[config.mk]
export PLATFORM = sky130hd
export DESIGN_NAME = uart_fifo_bridge
export DESIGN_NICKNAME = d
export VERILOG_FILES = /design/src/rtl/uart_fifo_bridge_pkg.sv /design/src/rtl/uart_fifo_bridge_sync_fifo.sv /design/src/rtl/uart_fifo_bridge.sv
export SDC_FILE = /design/constraint.sdc
export NUM_CORES = 1
export LEC_CHECK = 0
export ABC_AREA = 1
export ABC_CLOCK_PERIOD_IN_PS = 1800
export CAP_MARGIN = 20
export CORE_UTILIZATION = 52
export CTS_CLUSTER_SIZE = 24
export DETAILED_ROUTE_END_ITERATION = 6
export PLACE_DENSITY = 0.77
export SLEW_MARGIN = 20
export SYNTH_ARGS = -nofsm -noshare
export SYNTH_HDL_FRONTEND = slang
export SYNTH_SLANG_ARGS = --single-unit
[constraint.sdc]
create_clock -name clk -period 1.8 [get_ports clk]
set_input_delay 0.36 -clock clk [delete_from_list [all_inputs] [get_ports clk]]
set_output_delay 0.36 -clock clk [all_outputs]
set_load 0.005 [all_outputs]
[src/rtl/uart_fifo_bridge_pkg.sv]
// Shared constants for the UART FIFO bridge and the IO controller that decodes its registers.
package uart_fifo_bridge_pkg;

  localparam int UART_DATA_WIDTH    = 8;
  localparam int FIFO_DEPTH_DEFAULT = 8;

  // CPU IO register offsets, decoded by the IO controller against these same values
  localparam logic [3:0] ADDR_TX_DATA = 4'h0;
  localparam logic [3:0] ADDR_RX_DATA = 4'h4;
  localparam logic [3:0] ADDR_STATUS  = 4'h8;
  localparam logic [3:0] ADDR_COUNT   = 4'hC;

  typedef struct packed {
    logic rx_underflow;
    logic tx_overflow;
    logic rx_valid;
    logic tx_ready;
  } status_t;

endpackage

[src/rtl/uart_fifo_bridge_sync_fifo.sv]
// Synchronous show-ahead FIFO with an extra pointer MSB to tell full from empty.
module sync_fifo
  import uart_fifo_bridge_pkg::*;
#(
  parameter int DEPTH = FIFO_DEPTH_DEFAULT,
  parameter int WIDTH = UART_DATA_WIDTH
) (
  input  logic                     clk,
  input  logic                     rst_n,
  input  logic                     push,
  input  logic                     pop,
  input  logic [WIDTH-1:0]         din,
  output logic [WIDTH-1:0]         dout,
  output logic                     full,
  output logic                     empty,
  output logic [$clog2(DEPTH):0]   count
);

  localparam int AW = $clog2(DEPTH);

  logic [WIDTH-1:0] mem [DEPTH];
  logic [AW:0]      wptr;
  logic [AW:0]      rptr;
  logic             push_acc;
  logic             pop_acc;

  assign empty    = (wptr == rptr);
  assign full     = (wptr[AW-1:0] == rptr[AW-1:0]) && (wptr[AW] != rptr[AW]);
  assign pop_acc  = pop && !empty;
  // A full FIFO still takes a push when the head leaves in the same cycle
  assign push_acc = push && (!full || pop_acc);
  assign count    = wptr - rptr;
  assign dout     = mem[rptr[AW-1:0]];

  always_ff @(posedge clk) begin
    if (!rst_n) begin
      wptr <= '0;
      rptr <= '0;
    end else begin
      if (push_acc) wptr <= wptr + (AW+1)'(1);
      if (pop_acc)  rptr <= rptr + (AW+1)'(1);
    end
  end

  always_ff @(posedge clk) begin
    if (push_acc) mem[wptr[AW-1:0]] <= din;
  end

endmodule

[src/rtl/uart_fifo_bridge.sv]
// CPU <-> UART buffering bridge: one TX and one RX sync_fifo plus handshake mapping.
// Sticky overflow/underflow flags are built only when UART_FIFO_ERR_EN is defined.
module uart_fifo_bridge
  import uart_fifo_bridge_pkg::*;
#(
  parameter int TX_DEPTH   = FIFO_DEPTH_DEFAULT,
  parameter int RX_DEPTH   = FIFO_DEPTH_DEFAULT,
  parameter int DATA_WIDTH = UART_DATA_WIDTH
) (
  input  logic                        clk,
  input  logic                        cpu_rst_n,
  input  logic                        tx_push,
  input  logic [DATA_WIDTH-1:0]       tx_wdata,
  output logic                        tx_ready,
  input  logic                        rx_pop,
  output logic [DATA_WIDTH-1:0]       rx_rdata,
  output logic                        rx_valid,
  output logic [$clog2(TX_DEPTH):0]   tx_count,
  output logic [$clog2(RX_DEPTH):0]   rx_count,
  output logic [DATA_WIDTH-1:0]       uart_data_in,
  output logic                        uart_data_in_valid,
  input  logic                        uart_data_in_ready,
  input  logic [DATA_WIDTH-1:0]       uart_data_out,
  input  logic                        uart_data_out_valid,
  output logic                        uart_data_out_ready,
  input  logic                        err_clear,
  output logic                        tx_overflow,
  output logic                        rx_underflow
);

  logic tx_full, tx_empty, tx_pop;
  logic rx_full, rx_empty, rx_push;

  assign tx_pop              = uart_data_in_valid && uart_data_in_ready;
  assign tx_ready            = !tx_full;
  assign uart_data_in_valid  = !tx_empty;
  assign rx_push             = uart_data_out_valid && uart_data_out_ready;
  assign uart_data_out_ready = !rx_full;
  assign rx_valid            = !rx_empty;

  sync_fifo #(.DEPTH(TX_DEPTH), .WIDTH(DATA_WIDTH)) u_tx_fifo (
    .clk   (clk),
    .rst_n (cpu_rst_n),
    .push  (tx_push),
    .pop   (tx_pop),
    .din   (tx_wdata),
    .dout  (uart_data_in),
    .full  (tx_full),
    .empty (tx_empty),
    .count (tx_count)
  );

  sync_fifo #(.DEPTH(RX_DEPTH), .WIDTH(DATA_WIDTH)) u_rx_fifo (
    .clk   (clk),
    .rst_n (cpu_rst_n),
    .push  (rx_push),
    .pop   (rx_pop),
    .din   (uart_data_out),
    .dout  (rx_rdata),
    .full  (rx_full),
    .empty (rx_empty),
    .count (rx_count)
  );

`ifdef UART_FIFO_ERR_EN
  logic tx_ovf_q;
  logic rx_unf_q;

  // A set event in the same cycle as err_clear takes priority
  always_ff @(posedge clk) begin
    if (!cpu_rst_n) begin
      tx_ovf_q <= 1'b0;
      rx_unf_q <= 1'b0;
    end else begin
      if (tx_push && tx_full && !tx_pop) tx_ovf_q <= 1'b1;
      else if (err_clear)                tx_ovf_q <= 1'b0;
      if (rx_pop && rx_empty)            rx_unf_q <= 1'b1;
      else if (err_clear)                rx_unf_q <= 1'b0;
    end
  end

  assign tx_overflow  = tx_ovf_q;
  assign rx_underflow = rx_unf_q;
`else
  logic unused_err_clear;
  assign unused_err_clear = err_clear;
  assign tx_overflow      = 1'b0;
  assign rx_underflow     = 1'b0;
`endif

endmodule

==> flow_metrics.env <==
export IMPL_wl_mm=19.4
export IMPL_cts_root_buf="clkbuf_16"
export IMPL_finalSetupViolCount=152
export IMPL_drtIter0Drc=596
export IMPL_seq_power_share=0.394
export IMPL_worst_ep_arrival_time_ps=1710
export IMPL_post_dp_hpwl_mm=9.50
export IMPL_grt_use_total=0.303
export IMPL_num_nets_final=751
export IMPL_hold_violations=0
export IMPL_avgSynthCellArea_um2=11.5
export IMPL_die_h_um=112
export IMPL_place_area_mm2=0.00770
export IMPL_rsz0062_at_grt="yes"
export IMPL_status="finished with violations"
export IMPL_synth_fa_ha_area_frac=0.0262
export IMPL_period_needed_ps=2070
export IMPL_cts_htree_levels=4
export IMPL_grt_overflow=0
export IMPL_min_period_over_period=1.15
export IMPL_cp_max_fo=4
export IMPL_required_ps=1440
export IMPL_synth_compound_area_frac=0.0963
export IMPL_die_area_mm2=0.0126
export IMPL_p_switching_mw=3.03
export IMPL_core_area_mm2=0.0116
export IMPL_ys_seq_area_frac=0.680
export IMPL_vdd_drop_max_uv=644
export IMPL_internal_power_mw=7.18
export IMPL_hold_slack_ps=511
export IMPL_grt_pass1_vias=5125
export IMPL_cts_max_path_buffers=2
export IMPL_area_growth_pct=47.9
export IMPL_synth_simple_area_share=0.146
export IMPL_cts_sinks=150
export IMPL_maxCapViolCount=0
export IMPL_p_sw_frac=0.297
export IMPL_p_comb_frac=0.279
export IMPL_synth_xor_area_frac=0.0153
export IMPL_synth_cell_types=33
export IMPL_drt_first_pass_iters=7
export IMPL_p_leak_nw=3.51
export IMPL_rows=39
export IMPL_pin_count=53
export IMPL_final_common_cell="edfxtp_1"
export IMPL_antenna_diode_count=0
export IMPL_postCtsHoldBufs=0
export IMPL_yosysWarnings=0
export IMPL_synth_top_family_by_area="simple AND/OR/NAND/NOR gates"
export IMPL_clock_latency_ps=440
export IMPL_synthesis_instances=548
export IMPL_clk_pin_slew_ps=60
export IMPL_tns_ps=-9940
export IMPL_port_buffers=49
export IMPL_fillers=591
export IMPL_final_area_mm2=0.00932
export IMPL_die_w_um=112
export IMPL_start_kind="register"
export IMPL_power_mw=10.2
export IMPL_drv_slew=0
export IMPL_wire_per_inst_um=22.3
export IMPL_gp_congestion=0.829
export IMPL_layout_common_cells="edfxtp_1 (128), nand2_1 (81), buf_4 (59), nor2_1 (52), buf_6 (40)"
export IMPL_antenna_found_initial=0
export IMPL_cts_tree="built"
export IMPL_syn_area_mm2=0.00630
export IMPL_grt_pass1_wl_mm=27.9
export IMPL_ys_ff_latch=150
export IMPL_path_class="register to output port"
export IMPL_layout_drive_gt1_share=0.462
export IMPL_end_kind="output port"
export IMPL_vias=5220
export IMPL_ant_nets=0
export IMPL_timing_fmax_mhz=484
export IMPL_r2r_start="u_rx_fifo.rptr[1]$_SDFFE_PN0N_"
export IMPL_p_clk_frac=0.327
export IMPL_fin_ws_ps=-265
export IMPL_initial_utilization=0.543
export IMPL_grt_max_degree=17
export IMPL_via_per_inst=5.99
export IMPL_hold_path_class="register to register"
export IMPL_cts_buffers_inserted=17
export IMPL_drc=2
export IMPL_hp_start="u_tx_fifo.rptr[3]$_SDFFE_PN0N_"
export IMPL_finClkSkew_ps=12.0
export IMPL_violations="DRC, setup timing"
export IMPL_synthMuxAreaShare=0
export IMPL_powerDensity_mw_per_mm2=1100
## critical path: stages (launching register included)
cell,delay [ps]
dfxtp_4,360
buf_6,110
buf_6,90
buf_6,100
o21ai_1,80
o22ai_1,220
nand2_1,100
nand2_2,90
buf_2,110
## worst paths after layout
check	endpoint	slack, ps	depth (start not counted)
worst max-delay path	uart_data_in[1]	-270	8
worst min-delay path	u_tx_fifo.rptr[3]$_SDFFE_PN0N_	510	2
worst max register to register	u_rx_fifo.mem[6][6]$_DFFE_PP_	-160	13
worst min register to register	u_tx_fifo.rptr[3]$_SDFFE_PN0N_	510	2
## timing repair
action,4_1_cts,5_1_grt
setup endpoints to repair,156,164
pin swaps,62,62
setup buffers,43,17
gates cloned,4,0
resized for setup,255,98
## cells in the mapped netlist (all sizes together)
library cell	n	area, µm²
xor2	10	87.6
o22ai	32	200
xnor2	1	8.76
nand2	100	435
edfxtp	128	3840
nor3	1	10.0
nand4	1	6.26
o21a	1	7.51
ha	10	125
nand3b	1	7.51
clkinv	1	3.75
dfxtp	22	440
conb	1	3.75
clkbuf	3	12.5
nor2	97	388
buf	18	95.1
a21oi	11	58.8
fa	2	40.0
o21ai	68	340
nand3	11	72.6
inv	29	114
## per-stage QoR
stage	setup WS, ps	util	instances
global route	-319	0.803	872
detailed placement	-248	0.663	795
global placement	-203	0.663	795
CTS	-250	0.774	870
finish	-265	0.803	872
floorplan	-72.2	-	549
## logic make-up (layout without fill, tap and decap cells)
family,after synthesis,after routing
buffers and inverters,51,231
adders and majority gates,12,12
other,1,2
xor gates and xnor gates,11,11
DFF,150,150
and+or+nand+nor,211,211
AOI/OAI and AO/OA,112,112
## power by group through the flow
stage	Combinational (mW)	Sequential (mW)	Clock, mW
after floorplan	0.961	4.02	0
after CTS	2.49	3.99	3.25
after global routing	3.01	4.02	3.46
after detailed placement	2.01	4.02	0
after global placement	1.93	4.01	0
final	2.85	4.02	3.34
## flip-flops by register name, indices dropped and copies added, names as in the netlist, named ones only
name,count
u_rx_fifo.mem,64
u_rx_fifo.rptr,4
u_rx_fifo.wptr,4
u_tx_fifo.mem,64
u_tx_fifo.rptr,4
u_tx_fifo.wptr,4
## layer usage
layer	track usage	vias to the layer above	part of all wire
met1	0.382	2545	0.37
met2	0.508	353	0.51
met3	0.0740	62	0.094
li1	-	2260	-
met5	0	-	0
met4	0.122	0	0.030
## cell type report
class	instances	area, µm²	share of cell area
tap	143	179	0.0192
inverter	30	148	0.0158
timing repair buffer	169	1700	0.182
clock buffer	17	425	0.0456
multi-input combinational	348	2440	0.262
sequential	150	4320	0.463
clock inverter	15	115	0.0124
(Power assumes the default switching activity.)
